### config.mk
export PLATFORM = sky130hd
export DESIGN_NAME = instr_fetch
export DESIGN_NICKNAME = d
export VERILOG_FILES = /design/src/rtl/fetch_pkg.sv /design/src/rtl/fetch_skid_buf.sv /design/src/rtl/instr_fetch.sv
export SDC_FILE = /design/constraint.sdc
export NUM_CORES = 1
export LEC_CHECK = 0
export ABC_AREA = 0
export CORE_AREA = 3 3 177 110
export DETAILED_ROUTE_END_ITERATION = 8
export DIE_AREA = 0 0 180 113
export DONT_BUFFER_PORTS = 1
export HOLD_SLACK_MARGIN = 0.06
export PLACE_DENSITY = 0.76
export RECOVER_POWER = 25
export SLEW_MARGIN = 10
export SYNTH_ARGS = -nofsm -noshare
export SYNTH_HDL_FRONTEND = slang
export SYNTH_HIERARCHICAL = 1
export SYNTH_SLANG_ARGS = --single-unit
### constraint.sdc
create_clock -name clk -period 2 [get_ports clk]
set_clock_uncertainty 0.1 [all_clocks]
set_input_delay 0.2 -clock clk [delete_from_list [all_inputs] [get_ports clk]]
set_output_delay 0.2 -clock clk [all_outputs]
set_load 0.005 [all_outputs]
### src/rtl/fetch_pkg.sv
// Shared types and constants for the MIPS instruction-fetch stage.
package fetch_pkg;

    localparam int unsigned XLEN = 32;

    localparam logic [XLEN-1:0] PC_INC           = 32'd4;
    localparam logic [XLEN-1:0] NOP_INSTR        = 32'h0000_0000;
    localparam logic [XLEN-1:0] DEFAULT_RESET_PC = 32'h0000_0000;

    typedef enum logic [1:0] {
        IDLE    = 2'd0,
        REQ     = 2'd1,
        DISCARD = 2'd2
    } fetchState_t;

    typedef struct packed {
        logic [XLEN-1:0] addr;
        logic [XLEN-1:0] instr;
    } fetchEntry_t;

    // Instruction addresses are always word aligned.
    function automatic logic [XLEN-1:0] alignWord(input logic [XLEN-1:0] a);
        return a & ~XLEN'(3);
    endfunction

endpackage

### src/rtl/fetch_skid_buf.sv
// One-entry {addr, instr} skid buffer holding a response that arrived during a stall.
module fetch_skid_buf
    import fetch_pkg::*;
(
    input  logic        clk,
    input  logic        reset,
    input  logic        load,
    input  logic        unload,
    input  logic        clear,
    input  fetchEntry_t dataIn,
    output fetchEntry_t dataOut,
    output logic        full
);

    always_ff @(posedge clk) begin
        if (reset || clear) begin
            full <= 1'b0;
        end else if (load) begin
            full <= 1'b1;
        end else if (unload) begin
            full <= 1'b0;
        end
    end

    always_ff @(posedge clk) begin
        if (reset) begin
            dataOut <= '0;
        end else if (load && !clear) begin
            dataOut <= dataIn;
        end
    end

endmodule

### src/rtl/instr_fetch.sv
// IF stage: owns the PC, fetches over a req/ack handshake and drives IF/ID.
// Optional performance counters are enabled with `define FETCH_PERF_CNT_EN.
module instr_fetch
    import fetch_pkg::*;
#(
    parameter logic [XLEN-1:0] RESET_PC = DEFAULT_RESET_PC
`ifdef FETCH_PERF_CNT_EN
    ,
    parameter int unsigned PERF_W = 32
`endif
) (
    input  logic            clk,
    input  logic            reset,
    input  logic            stall,
    input  logic            branch_taken,
    input  logic [XLEN-1:0] branch_target,
    output logic            imem_req,
    output logic [XLEN-1:0] imem_addr,
    input  logic            imem_ack,
    input  logic [XLEN-1:0] imem_rdata,
    output logic [XLEN-1:0] pcOut,
    output logic [XLEN-1:0] instruction,
    output logic            valid
`ifdef FETCH_PERF_CNT_EN
    ,
    output logic [PERF_W-1:0] perf_fetched,
    output logic [PERF_W-1:0] perf_stall_cycles
`endif
);

    fetchState_t     state;
    fetchState_t     stateNext;
    logic [XLEN-1:0] pcReg;
    logic [XLEN-1:0] discardAddr;
    logic            reqActive;
    logic            takeAck;
    logic            toSkid;
    logic            fromSkid;
    logic            skidFull;
    fetchEntry_t     skidIn;
    fetchEntry_t     skidOut;

    // A request is on the bus in REQ and DISCARD; only a REQ ack carries live data.
    assign reqActive = (state != IDLE);
    assign takeAck   = (state == REQ) && imem_ack && !branch_taken;
    assign toSkid    = takeAck && stall;
    assign fromSkid  = skidFull && !stall && !branch_taken;
    assign skidIn    = '{addr: pcReg, instr: imem_rdata};

    always_ff @(posedge clk) begin
        if (reset) begin
            state <= REQ;
        end else begin
            state <= stateNext;
        end
    end

    always_comb begin
        stateNext = state;
        if (branch_taken) begin
            stateNext = (reqActive && !imem_ack) ? DISCARD : REQ;
        end else begin
            case (state)
                IDLE:    if (fromSkid || !skidFull) stateNext = REQ;
                REQ:     if (toSkid) stateNext = IDLE;
                DISCARD: if (imem_ack) stateNext = REQ;
                default: stateNext = REQ;
            endcase
        end
    end

    always_comb begin
        imem_req  = reqActive && !reset;
        imem_addr = (state == DISCARD) ? discardAddr : pcReg;
    end

    // PC and IF/ID register; a redirect overrides stall and any same-cycle ack.
    always_ff @(posedge clk) begin
        if (reset) begin
            pcReg       <= RESET_PC;
            discardAddr <= RESET_PC;
            pcOut       <= '0;
            instruction <= NOP_INSTR;
            valid       <= 1'b0;
        end else if (branch_taken) begin
            pcReg       <= alignWord(branch_target);
            if (state == REQ) discardAddr <= pcReg;
            instruction <= NOP_INSTR;
            valid       <= 1'b0;
        end else begin
            if (takeAck) pcReg <= pcReg + PC_INC;
            if (!stall) begin
                if (skidFull) begin
                    pcOut       <= skidOut.addr + PC_INC;
                    instruction <= skidOut.instr;
                    valid       <= 1'b1;
                end else if (takeAck) begin
                    pcOut       <= pcReg + PC_INC;
                    instruction <= imem_rdata;
                    valid       <= 1'b1;
                end else begin
                    valid       <= 1'b0;
                end
            end
        end
    end

    fetch_skid_buf u_skid (
        .clk    (clk),
        .reset  (reset),
        .load   (toSkid),
        .unload (fromSkid),
        .clear  (branch_taken),
        .dataIn (skidIn),
        .dataOut(skidOut),
        .full   (skidFull)
    );

`ifdef FETCH_PERF_CNT_EN
    // Saturating event counters.
    always_ff @(posedge clk) begin
        if (reset) begin
            perf_fetched      <= '0;
            perf_stall_cycles <= '0;
        end else begin
            if (takeAck && (perf_fetched != {PERF_W{1'b1}}))
                perf_fetched <= perf_fetched + PERF_W'(1);
            if (stall && valid && (perf_stall_cycles != {PERF_W{1'b1}}))
                perf_stall_cycles <= perf_stall_cycles + PERF_W'(1);
        end
    end
`endif

endmodule
==> run metrics <==
routability cong.=0.979; Synthesis Warnings=6; min Tclk post-route=2.21 ns; Max Root-Sink Buffers=2; Core ar.=17900 µm²; final-report max-slew violation count=0; DRT iter0 DRCs=~1500; DRT Pass-1 Iters=6; largest family of logic cells by synthesized area=simple AND/OR/NAND/NOR gates; f_max=452 MHz; Synth Area in Compound Gates=16.8%; Synth async-reset ratio=0%; adder-cell share of the synthesized area=0.241%; die width=180 µm; Post-synth top flop=dfxtp_1; nets=between 1000 and 1500; IO buf count=0; TritonCTS Sinks=192; WL final=36800 µm; syn avg cell area=8.81 µm²; Power Density=roughly 660 nW/µm²; MaxCap Viol Count=0; synth-to-layout area growth=34.0%; CTS Buf Count=17; post-synthesis mux area share=7.22%; Peak VDD IR=544 µV; Tightest Pin Transition=0.768 ns; unrepaired setup endpoints after global routing=true; Routed Antenna Nets=0; # setup viols final=72; Seq cells post-synth=~190; Avg WL per Cell=approximately 23 µm; maximum number of pins on one net before global-route repair=209; placed wire-length estimate=approximately 20000 µm; cts hold-fix bufs=~140; via count=10300; clk_lat worst skew=0.44 ns; initial antenna violation count=0; GR Overflow Total=0; WP data arrival=2.49 ns; Initial Utilization=57.9%; status=finished with violations; CP max FO=8; max_slew headroom=48.8%; global-route wire length before repair=52500 µm; # diodes=0; Final period util=111%; area share of xor/xnor cells in the synthesized design=approximately 4.3%; Die ar.=20300 µm²; Seq/Total Area, Yosys=around 37%; TritonCTS clock tree=done; Final TNS setup=-2.76 ns; vias in the first global route=9665; CTS clock-pin slew for the worst setup and hold paths=0.08 ns; final worst slack=-0.212 ns; Critical Path Source=pcReg[5]; synth unique cells=between 60 and 70; Rows=38; ratio of cells with drive above 1 in the final layout=about a quarter; # DRC=0; critical path capture point type=flip-flop; Fillers=1169; IO Pins=167; total power=9.24 mW; failing checks=hold timing, setup timing; Leak=4.92 nW; WP data required=2.27 ns; Worst R2R Start=pcReg[5]; Root Driver=clkbuf_16; Hold Crit Class=in2reg; htree depth=4; Place WS=-0.147 ns; vias per inst=6.41; Overall Global Routing Usage=a little under a third; Cell Area, Synth=10400 µm²; Synth Area in Simple Gates=27.9%; final hold viol count=60; cells after synthesis=approximately 1200; Die Y=113 µm; CP Launch Type=flip-flop; final hold slack=-0.195 ns; crit path kind=reg2reg; min-delay src=branch_target[9]; Post-synth EDFFs=0
## logic make-up after synthesis
family | count (synthesis)
flip-flops | 192
multiplexers | 71
XOR/XNOR | 51
AO/OA/AOI/OAI | 246
AND/OR/NAND/NOR | 490
other | 1
adder cells (fa/ha/maj) | 2
buffers and inverters | 125
## repair_timing
| action | CTS | global route |
|---|---|---|
| resized for setup | 21 | 120 |
| setup buffers | 2 | 9 |
| gates cloned | 2 | 10 |
| setup endpoints to repair | 65 | 161 |
| pin swaps | 8 | 59 |
| hold endpoints to repair | 175 | 108 |
## path summary, 6_finish.rpt
path               endpoint  slack, ns  cells past startpoint
setup / recovery  pcOut[29]      -0.21                      5
hold reg to reg    pcOut[6]       0.37                      2
hold / removal     pcReg[9]      -0.19                      2
setup reg to reg  pcOut[29]      -0.21                      5
## cell usage in the layout (no fill, tap or decap), types with 5 or more instances in the layout
| cell | n |
|---|---|
| mux2_2 | 15 |
| or3_1 | 10 |
| buf_12 | 7 |
| and3_1 | 13 |
| o21ai_2 | 60 |
| a211oi_1 | 50 |
| or4_4 | 5 |
| nor3_2 | 6 |
| dlygate4sd3_1 | 134 |
| o21ai_0 | 13 |
| nor4_2 | 6 |
| buf_4 | 107 |
| dfxtp_1 | 173 |
| nand2b_1 | 65 |
| nand4bb_1 | 64 |
| buf_6 | 17 |
| xnor2_1 | 29 |
| nand2_1 | 115 |
| mux2i_1 | 40 |
| clkbuf_16 | 22 |
| and4_1 | 7 |
| xor2_1 | 19 |
| mux2_4 | 16 |
| nor4_1 | 10 |
| o21a_1 | 5 |
| a21oi_1 | 46 |
| nor2_1 | 75 |
| a31oi_1 | 5 |
| inv_1 | 8 |
| nand4_1 | 24 |
| dfxtp_2 | 15 |
| o211ai_1 | 11 |
| o21ai_1 | 15 |
| bufinv_16 | 6 |
| nor3_1 | 17 |
| nand3_1 | 31 |
## cells in the mapped netlist, drive strengths merged, types with 3 or more instances
library cell / number / share of area (%)
xor2: 21 / 1.8
o21ai: 88 / 6.2
a211oi: 54 / 3.9
xnor2: 30 / 2.5
nand3b: 4 / 0.29
clkbuf: 52 / 1.9
dfxtp: 192 / 37
and3: 14 / 0.84
or3: 11 / 0.66
nor2b: 4 / 0.27
a21boi: 3 / 0.22
nand2: 115 / 4.2
o221ai: 3 / 0.25
and2: 5 / 0.30
inv: 9 / 0.33
nand2b: 66 / 4.0
a31oi: 6 / 0.36
and4: 9 / 0.76
o211ai: 11 / 0.80
nand4bb: 64 / 6.9
a21oi: 48 / 2.3
nor3b: 4 / 0.29
nand4: 24 / 1.4
o31a: 3 / 0.25
o211a: 4 / 0.39
nor2: 79 / 2.9
a311oi: 4 / 0.34
nand3: 37 / 1.8
mux2i: 40 / 3.9
nor3: 26 / 1.4
buf: 63 / 4.1
mux2: 31 / 3.4
nor4: 19 / 1.1
or4: 4 / 0.36
o31ai: 3 / 0.22
o21a: 5 / 0.36
## per-stage QoR
step | utilization [%] | cells | instance area [µm²]
2_1_floorplan | - | 1181 | 10400
3_3_place_gp | 61.7 | 1423 | 11100
3_5_place_dp | 61.7 | 1423 | 11100
4_1_cts | 74.0 | 1595 | 13300
5_1_grt | 77.6 | 1611 | 13900
6_report | 77.6 | 1611 | 13900
## power by group
part           switching, mW  internal, mW  leakage [nW]
clock                   1.61          2.42         0.335
sequential            0.0993          3.94          1.57
combinational          0.617         0.553          3.02
## final cells by class
| class | instances | area, µm² | share of cell area, % |
|---|---|---|---|
| multi-input combinational | 865 | 6350 | 45.6 |
| sequential | 192 | 3880 | 27.9 |
| clock buffer | 19 | 453 | 3.25 |
| timing repair buffer | 273 | 2670 | 19.2 |
| tap | 240 | 300 | 2.16 |
| clock inverter | 12 | 226 | 1.63 |
| inverter | 10 | 37.5 | 0.270 |
## worst max-delay path: stages (launching register included)
cell and delay (ns):
dfxtp_1 0.37, nand4_1 0.30, or4_4 0.60, or4b_4 0.50, and3_4 0.16, a21oi_2 0.11
## layer usage
metal	wire length, µm	GRT usage, %
met1	15600	44.3
met2	16100	48.0
met3	4050	8.54
met4	1110	9.32
met5	0	0
## registers in the layout, indices dropped and copies added (netlist names)
register and count:
valid 1, pcOut 32, discardAddr 30, instruction 32, pcReg 30, state 2, u_skid/full 1, u_skid/dataOut 64
No activity file was read; power rests on OpenSTA's default activity.
